### config.mk
export PLATFORM = sky130hd
export DESIGN_NAME = uart_byte_transmitter_flat
export DESIGN_NICKNAME = d
export VERILOG_FILES = /design/src/rtl/uart_byte_transmitter_if.sv /design/src/rtl/uart_byte_transmitter.sv /design/src/flat_wrapper.sv
export SDC_FILE = /design/constraint.sdc
export NUM_CORES = 1
export LEC_CHECK = 0
export ABC_AREA = 1
export BUFFER_PORTS_ARGS = -buffer_cell sky130_fd_sc_hd__buf_2
export CELL_PAD_IN_SITES_DETAIL_PLACEMENT = 0
export CELL_PAD_IN_SITES_GLOBAL_PLACEMENT = 2
export CORE_MARGIN = 2
export CORE_UTILIZATION = 38
export CTS_BUF_LIST = sky130_fd_sc_hd__clkbuf_16
export DETAILED_ROUTE_END_ITERATION = 8
export HOLD_SLACK_MARGIN = 0.12
export PLACE_DENSITY = 0.74
export RECOVER_POWER = 25
export SYNTH_ARGS = -nofsm -noshare
export SYNTH_HDL_FRONTEND = slang
export SYNTH_SLANG_ARGS = --single-unit
### constraint.sdc
create_clock -name Clock -period 2.3 [get_ports Clock]
set_input_delay 0.23 -clock Clock [delete_from_list [all_inputs] [get_ports Clock]]
set_output_delay 0.23 -clock Clock [all_outputs]
set_load 0.005 [all_outputs]
### src/rtl/uart_byte_transmitter_if.sv
// Byte handshake between the UART address decoder (master) and the
// transmit path (slave): DataIn is taken on an edge where
// DataInValid && DataInReady.
interface uart_byte_transmitter_if;
  logic [7:0] DataIn;
  logic       DataInValid;
  logic       DataInReady;

  modport master (
    output DataIn,
    output DataInValid,
    input  DataInReady
  );

  modport slave (
    input  DataIn,
    input  DataInValid,
    output DataInReady
  );
endinterface

### src/rtl/uart_byte_transmitter.sv
// UART byte transmitter: buffers bytes from the decoder in a small circular
// FIFO and serialises them onto SOut as asynchronous frames (start bit,
// 8 data bits LSB first, stop bit), back-to-back while bytes are queued.
// Optional build macro UART_TX_PARITY_EN inserts an even-parity bit between
// the last data bit and the stop bit.
module uart_byte_transmitter #(
  parameter int CLOCK_FREQ = 100_000_000,
  parameter int BAUD_RATE  = 115_200,
  parameter int FIFO_DEPTH = 4
) (
  input  logic                          Clock,
  input  logic                          Reset,
  uart_byte_transmitter_if.slave        in_if,
  output logic                          SOut,
  output logic                          Busy,
  output logic [$clog2(FIFO_DEPTH):0]   Level
);

  localparam int BIT_CYCLES = CLOCK_FREQ / BAUD_RATE;
  localparam int CNT_W      = (BIT_CYCLES > 1) ? $clog2(BIT_CYCLES) : 1;
  localparam int PTR_W      = $clog2(FIFO_DEPTH);
  localparam int LVL_W      = PTR_W + 1;

  localparam logic [CNT_W-1:0] CNT_RELOAD = CNT_W'(BIT_CYCLES - 1);
  localparam logic [LVL_W-1:0] LVL_FULL   = LVL_W'(FIFO_DEPTH);

`ifdef UART_TX_PARITY_EN
  typedef enum logic [2:0] {IDLE, START, DATA, PARITY, STOP} state_t;
`else
  typedef enum logic [1:0] {IDLE, START, DATA, STOP} state_t;
`endif

  // FIFO storage and bookkeeping
  logic [7:0]       mem [FIFO_DEPTH];
  logic [PTR_W-1:0] wr_ptr_q;
  logic [PTR_W-1:0] rd_ptr_q;
  logic [LVL_W-1:0] level_q;
  logic             push;
  logic             pop;

  // Frame sequencer
  state_t           state_q, state_d;
  logic [CNT_W-1:0] cnt_q, cnt_d;
  logic [2:0]       bit_q, bit_d;
  logic [7:0]       shreg_q, shreg_d;
  logic             tx;

  // Ready comes only from the registered level, so a pop on the same edge
  // never opens the FIFO early.
  assign in_if.DataInReady = (level_q != LVL_FULL);
  assign push              = in_if.DataInValid && in_if.DataInReady;

  assign SOut  = tx;
  assign Busy  = (state_q != IDLE) || (level_q != '0);
  assign Level = level_q;

  // Byte storage: written on accepted pushes, never reset
  always_ff @(posedge Clock) begin
    if (push) begin
      mem[wr_ptr_q] <= in_if.DataIn;
    end
  end

  // Pointers wrap naturally because FIFO_DEPTH is a power of two
  always_ff @(posedge Clock) begin
    if (Reset) begin
      wr_ptr_q <= '0;
      rd_ptr_q <= '0;
      level_q  <= '0;
    end else begin
      if (push) begin
        wr_ptr_q <= wr_ptr_q + 1'b1;
      end
      if (pop) begin
        rd_ptr_q <= rd_ptr_q + 1'b1;
      end
      if (push && !pop) begin
        level_q <= level_q + 1'b1;
      end else if (pop && !push) begin
        level_q <= level_q - 1'b1;
      end
    end
  end

  // Sequencer control state; reset aborts any frame and forces the line idle
  always_ff @(posedge Clock) begin
    if (Reset) begin
      state_q <= IDLE;
      cnt_q   <= '0;
      bit_q   <= '0;
    end else begin
      state_q <= state_d;
      cnt_q   <= cnt_d;
      bit_q   <= bit_d;
    end
  end

  // Shift data only matters while a frame is running, so it carries no reset
  always_ff @(posedge Clock) begin
    shreg_q <= shreg_d;
  end

  // Next-state, line level and pop decision for the frame sequencer
  always_comb begin
    state_d = state_q;
    cnt_d   = cnt_q;
    bit_d   = bit_q;
    shreg_d = shreg_q;
    pop     = 1'b0;
    tx      = 1'b1;

    unique case (state_q)
      IDLE: begin
        tx = 1'b1;
        if (level_q != '0) begin
          pop     = 1'b1;
          shreg_d = mem[rd_ptr_q];
          cnt_d   = CNT_RELOAD;
          state_d = START;
        end
      end

      START: begin
        tx = 1'b0;
        if (cnt_q == '0) begin
          cnt_d   = CNT_RELOAD;
          bit_d   = '0;
          state_d = DATA;
        end else begin
          cnt_d = cnt_q - 1'b1;
        end
      end

      DATA: begin
        tx = shreg_q[bit_q];
        if (cnt_q == '0) begin
          cnt_d = CNT_RELOAD;
          if (bit_q == 3'd7) begin
`ifdef UART_TX_PARITY_EN
            state_d = PARITY;
`else
            state_d = STOP;
`endif
          end else begin
            bit_d = bit_q + 1'b1;
          end
        end else begin
          cnt_d = cnt_q - 1'b1;
        end
      end

`ifdef UART_TX_PARITY_EN
      PARITY: begin
        tx = ^shreg_q;
        if (cnt_q == '0) begin
          cnt_d   = CNT_RELOAD;
          state_d = STOP;
        end else begin
          cnt_d = cnt_q - 1'b1;
        end
      end
`endif

      STOP: begin
        tx = 1'b1;
        if (cnt_q == '0) begin
          // Chain straight into the next frame when a byte is waiting
          if (level_q != '0) begin
            pop     = 1'b1;
            shreg_d = mem[rd_ptr_q];
            cnt_d   = CNT_RELOAD;
            state_d = START;
          end else begin
            state_d = IDLE;
          end
        end else begin
          cnt_d = cnt_q - 1'b1;
        end
      end

      default: begin
        state_d = IDLE;
      end
    endcase
  end

endmodule
### src/flat_wrapper.sv
// flat-port wrapper written by rule: the top's interface ports become plain ports
module uart_byte_transmitter_flat 
#(
  parameter int CLOCK_FREQ = 100_000_000,
  parameter int BAUD_RATE  = 115_200,
  parameter int FIFO_DEPTH = 4
)
  (Clock, Reset, SOut, Busy, Level, in_if_DataIn, in_if_DataInValid, in_if_DataInReady);
  uart_byte_transmitter_if in_if_i ();
  input  logic Clock;
  input  logic Reset;
  output logic SOut;
  output logic Busy;
  output logic [$clog2(FIFO_DEPTH):0] Level;
  input wire logic [$bits(in_if_i.DataIn)-1:0] in_if_DataIn;
  input wire logic [$bits(in_if_i.DataInValid)-1:0] in_if_DataInValid;
  output wire logic [$bits(in_if_i.DataInReady)-1:0] in_if_DataInReady;
  assign in_if_i.DataIn = in_if_DataIn;
  assign in_if_i.DataInValid = in_if_DataInValid;
  assign in_if_DataInReady = in_if_i.DataInReady;
  uart_byte_transmitter #(.CLOCK_FREQ(CLOCK_FREQ), .BAUD_RATE(BAUD_RATE), .FIFO_DEPTH(FIFO_DEPTH)) u_core (.Clock(Clock), .Reset(Reset), .in_if(in_if_i), .SOut(SOut), .Busy(Busy), .Level(Level));
endmodule
Word level (Yosys, flattened, before mapping)
Memory sizes are Yosys's and may differ from the RTL's. A register that Yosys moved wholly into a read port is not among the register bits.
Cells that the tools add are included.
W data, S select, Z words.
{"block": "classes", "magnitude_cmp": 1, "reduce_logical": 18, "muxes": 30, "eq_ne": 11, "add_sub_neg": 6}
{"operator": "$mux W10", "count": 3}
{"operator": "$pmux W10 S3", "count": 1}
{"operator": "$mux W8", "count": 2}
{"operator": "$pmux W8 S2", "count": 1}
{"operator": "$mux W3", "count": 5}
{"operator": "$mux W2", "count": 7}
{"operator": "$logic_not A10 Y1", "count": 1}
{"operator": "$ne A2 B1 Y1 const B", "count": 5}
{"operator": "$sub A10 B1 Y10 const B", "count": 1}
{"operator": "$pmux W2 S4", "count": 1}
{"operator": "$reduce_bool A2 Y1", "count": 4}
{"operator": "$add A3 B1 Y3 const B", "count": 2}
{"operator": "$mux W1", "count": 6}
{"operator": "$pmux W3 S2", "count": 1}
{"operator": "$reduce_and A5 Y1", "count": 1}
{"operator": "$add A2 B1 Y2 const B", "count": 2}
{"operator": "$eq A2 B2 Y1 const B", "count": 2}
{"operator": "$lt A3 B4 Y1 const B", "count": 1}
{"operator": "$reduce_and A4 Y1", "count": 1}
{"operator": "$reduce_or A2 Y1", "count": 2}
{"operator": "$bmux W1 S3", "count": 1}
{"operator": "$eq A3 B3 Y1 const B", "count": 1}
{"operator": "$logic_and A1 B1 Y1", "count": 3}
{"operator": "$ne A3 B3 Y1 const B", "count": 1}
{"operator": "other kinds (10)", "count": 11}
{"block": "totals", "wordCells": 74, "input_bits": 11, "ramBits": 32, "reg_bits": 30, "output_inout_bits": 6, "memories": 1}
{"name": "u_core.mem", "depth": 4, "word_bits": 8, "read_ports": 1, "rd_ports_with_merged_regs": 1, "wr": 1, "line_no": "uart_byte_transmitter.sv:34", "text": "logic [7:0] mem [FIFO_DEPTH];"}

Longest topological paths before layout
{"block": "logic_depth", "depth_word": 7, "ltp_mapped": 15, "mapped_depth_nobuf": 15}

Worst setup path before layout
No wires, ideal clock.
{"block": "synth_path", "kind": "flip-flop to flip-flop", "start": "register u_core.state_q[0]", "end": "register u_core.level_q[1] (netlist: u_core.Level[1])", "arrival_ns": 1.989, "path_slack_ns": 0.191, "period_less_slack_ns": 2.109, "n_path_buf": 0, "path_stages_with_launch": 10, "setup_ns": 0.120, "t_required_ns": 2.180, "cell_sequence": "dfxtp_1 -> inv_1 -> ha_1 -> nor2_1 -> nand2_1 -> ha_1 -> inv_1 -> fa_1 -> o21ai_0 -> a21oi_1"}
{"block": "synth_via", "elab_chain_cells": 5, "elab_cells_between_ends": 8, "classes_between": "eq/ne (1); mux (2); reduce/logical (5)"}
{"element": "start: declaration", "line_no": "uart_byte_transmitter.sv:42", "text": "state_t state_q, state_d;"}
{"element": "start signal: assignment", "line_no": "uart_byte_transmitter.sv:92", "text": "state_q <= state_d;"}
{"element": "$eq A2 B2 Y1 or $logic_not A2 Y1 (tied branches)", "line_no": "uart_byte_transmitter.sv:112", "text": "unique case (state_q)"}
{"element": "$pmux W1 S2 (*)", "line_no": "uart_byte_transmitter.sv:112"}
{"element": "$logic_not A1 Y1", "line_no": "uart_byte_transmitter.sv:77", "text": "if (push && !pop) begin"}
{"element": "$logic_and A1 B1 Y1", "line_no": "uart_byte_transmitter.sv:77"}
{"element": "$mux W3 or $reduce_bool A2 Y1 (tied branches)"}
{"element": "end signal: assignment", "line_no": "uart_byte_transmitter.sv:78", "text": "level_q <= level_q + 1'b1;"}
{"element": "end signal: assignment", "line_no": "uart_byte_transmitter.sv:80", "text": "level_q <= level_q - 1'b1;"}
{"element": "end: declaration", "line_no": "uart_byte_transmitter.sv:37", "text": "logic [LVL_W-1:0] level_q;"}
Mark *: on every way between the ends. The rest lies on a longest branch, timed or not.
A chain may end at the register's enable or synchronous reset.

Final worst setup path
{"block": "layout_path", "start": "register u_core.cnt_q[0]", "end": "register u_core.level_q[1] (netlist: u_core.Level[1])"}
{"block": "layout_via", "elab_chain_cells": 6, "elab_cells_between_ends": 8, "classes_between": "mux (3); reduce/logical (5)"}
{"element": "start: declaration", "line_no": "uart_byte_transmitter.sv:43", "text": "logic [CNT_W-1:0] cnt_q, cnt_d;"}
{"element": "start signal: assignment", "line_no": "uart_byte_transmitter.sv:93", "text": "cnt_q <= cnt_d;"}
{"element": "$logic_not A10 Y1 (*)", "line_no": "uart_byte_transmitter.sv:166", "text": "if (cnt_q == '0) begin"}
{"element": "$mux W1 (*)", "line_no": "uart_byte_transmitter.sv:166"}
{"element": "$pmux W1 S2 (*)", "line_no": "uart_byte_transmitter.sv:112"}
{"element": "$logic_not A1 Y1", "line_no": "uart_byte_transmitter.sv:77"}
{"element": "$logic_and A1 B1 Y1", "line_no": "uart_byte_transmitter.sv:77"}
{"element": "$mux W3 or $reduce_bool A2 Y1 (tied branches)"}
Marked as above.

==> results.json <==
{
  "syn_inst": 315,
  "nets": 383,
  "period_minus_slack_ns": 2.14,
  "grt_pass1_vias": 2154,
  "synth_seq_cells": 64,
  "finalCritPeriodShare_pct": 93.0,
  "io_pins": 17,
  "cts-root-buf": "clkbuf_16",
  "die_h_um": 92.5,
  "timing.slew.headroom_pct": 67.0,
  "drive_gt1_share_pct": 13.0,
  "hold_slack_ns": 0.225,
  "placed_area_um2": 3250,
  "finalSetupTns_ns": 0,
  "grt_usage_pct": 15.8,
  "startpoint_type": "flip-flop",
  "die_w_um": 92.5,
  "status": "finished, final reports clean",
  "setup_violations": 0,
  "start_util_pct": 38.9,
  "mostFrequentLayoutCell": "nor2_1",
  "crit_path_max_fanout": 4,
  "yosysUniqueCellTypes": 25,
  "synth_fp_nets": 341,
  "grt_pass1_wl_um": 10500,
  "diodes": 0,
  "num_vias": 2188,
  "skew_ns": 0.00522,
  "drv_slew": 0,
  "cts.htree.levels": 3,
  "globalplace.congestion": 0.737,
  "dp_hpwl_um": 4190,
  "wl_per_cell_um": 13.0,
  "synth_edf_count": 40,
  "ys.warnings.count": 0,
  "tightest_slew_ns": 0.493,
  "die_area_um2": 8550,
  "finalInstanceArea_um2": 3650,
  "synth-main-ff-cell": "edfxtp_1",
  "crit_type": "reg2reg",
  "fill_cells": 767,
  "drc": 0,
  "end_kind": "flip-flop",
  "overflow": 0,
  "cts_num_sinks": 64,
  "drt-total-wl_um": 6060,
  "leakage_nw": 1.45,
  "drtAntennaViolNets": 0,
  "fin_util_pct": 47.7,
  "fmax_ghz": 0.467,
  "finalPower_mw": 5.01,
  "antenna_found_initial": 0,
  "synth_area_per_cell_um2": 9.44,
  "yosysSeqAreaShare_pct": 56.6,
  "num_rows": 32,
  "required_ns": 2.50,
  "coreArea_um2": 7650,
  "cts_buffers": 9,
  "syn-cell-area_um2": 2970,
  "hp-class": "in2reg",
  "irDropWorstVdd_uv": 560,
  "drt_first_pass_iters": 4,
  "async_flop_share_pct": 0,
  "io_buffer_count": 16,
  "drtIter0Drc": 105,
  "cap_violations": 0,
  "clock_path_buffers": 2,
  "cp.arrival_ns": 2.34,
  "tritoncts": "done",
  "grt_max_degree": 19,
  "final_cell_mix": "43 x nor2_1, 40 x edfxtp_1, 37 x inv_1, 33 x nand2_1, 32 x o21ai_0",
  "clk-insertion-delay-late_ns": 0.32,
  "synthToLayoutAreaGrowth_pct": 22.8,
  "powerDensity_nw_per_um2": 1370,
  "cts.clk_slew.worst_paths_ns": 0.06,
  "vias_per_cell": 4.72,
  "hold_viol": 0
}
==> what timing repair did <==
item | in CTS | in global routing
hold buffers | 7 | 0
buffers inserted | 0 | 1
endpoints found under the hold margin | 26 | 0
resized for setup | 0 | 4
setup endpoints to repair | 0 | 2
==> cell type report <==
type	count	area (µm²)	share of cell area [%]
Clock buffer	9	225	6.17
Multi-Input combinational cell	206	1120	30.6
Clock inverter	7	105	2.88
Inverter	39	146	4.01
Tap cell	102	128	3.50
Timing Repair Buffer	37	245	6.72
Sequential cell	64	1680	46.1
==> state kept, by name, summed over array words and instances, names as in the netlist, named ones only <==
signal	count
u_core.state_q	2
u_core.shreg_q	8
u_core.rd_ptr_q	2
u_core.Level	3
u_core.cnt_q	10
u_core.bit_q	3
u_core.mem	32
u_core.wr_ptr_q	2
==> critical path: stages, from the launching register on <==
cell and delay [ns]:
dfxtp_1 0.32, inv_1 0.07, ha_2 0.21, nand2_2 0.09
nor2_4 0.11, nand3_1 0.12, nand2_2 0.10, nand2_1 0.09
ha_1 0.21, inv_1 0.10, fa_1 0.42, o21ai_1 0.13
a21oi_1 0.05
==> Yosys cell counts (2+ instances only) <==
| cell | instances | share of area [%] |
|---|---|---|
| edfxtp_1 | 40 | 40 |
| nand4_1 | 2 | 0.42 |
| o21bai_1 | 2 | 0.50 |
| clkbuf_1 | 4 | 0.50 |
| nand3_1 | 26 | 4.4 |
| nor2_1 | 43 | 5.4 |
| o21ai_0 | 34 | 5.7 |
| a21oi_1 | 28 | 4.7 |
| inv_1 | 37 | 4.7 |
| nand2_2 | 3 | 0.63 |
| xor2_1 | 6 | 1.8 |
| dfxtp_1 | 24 | 16 |
| ha_1 | 14 | 5.9 |
| o22ai_1 | 8 | 1.7 |
| nand2_1 | 34 | 4.3 |
==> through the flow <==
step | cells | setup slack, ns
final | 464 | 0.160
after global routing | 464 | -0.00915
after CTS | 463 | 0.0209
after detailed placement | 440 | 0.0344
after global placement | 440 | 0.115
after floorplan | 315 | 0.191
==> routing by layer <==
metal | global-route usage (%) | share of wire [%]
met1 | 21.6 | 51
met2 | 24.8 | 45
met3 | 3.25 | 2.9
met4 | 5.97 | 1.1
met5 | 0 | 0
==> worst paths after layout <==
kind	from	endpoint	slack, ns	cells past startpoint
setup / recovery	u_core.cnt_q[0]$_SDFF_PP0_	u_core.Level[1]$_SDFFE_PP0P_	0.16	12
hold / removal	in_if_DataIn[0]	u_core.mem[0][0]$_DFFE_PP_	0.23	1
setup reg to reg	u_core.cnt_q[0]$_SDFF_PP0_	u_core.Level[1]$_SDFFE_PP0P_	0.16	12
hold reg to reg	u_core.cnt_q[1]$_SDFF_PP0_	u_core.cnt_q[1]$_SDFF_PP0_	0.49	2
==> cells by family (layout without fill, tap and decap cells) <==
logic type | after synthesis | after routing | share of synthesized area, %
adder cells (fa/ha/maj) | 15 | 15 | 6.57
AND/OR/NAND/NOR | 112 | 112 | 16.3
buffers and inverters | 45 | 92 | 5.98
XOR/XNOR | 6 | 6 | 1.77
AO/OA/AOI/OAI | 73 | 73 | 12.8
flip-flops | 64 | 64 | 56.6
==> power breakdown <==
part	switching, mW	internal (mW)
Clock	0.516	0.961
Sequential	0.131	1.53
Combinational	1.17	0.696
Total	1.82	3.19
No activity file was read; power rests on OpenSTA's default activity.
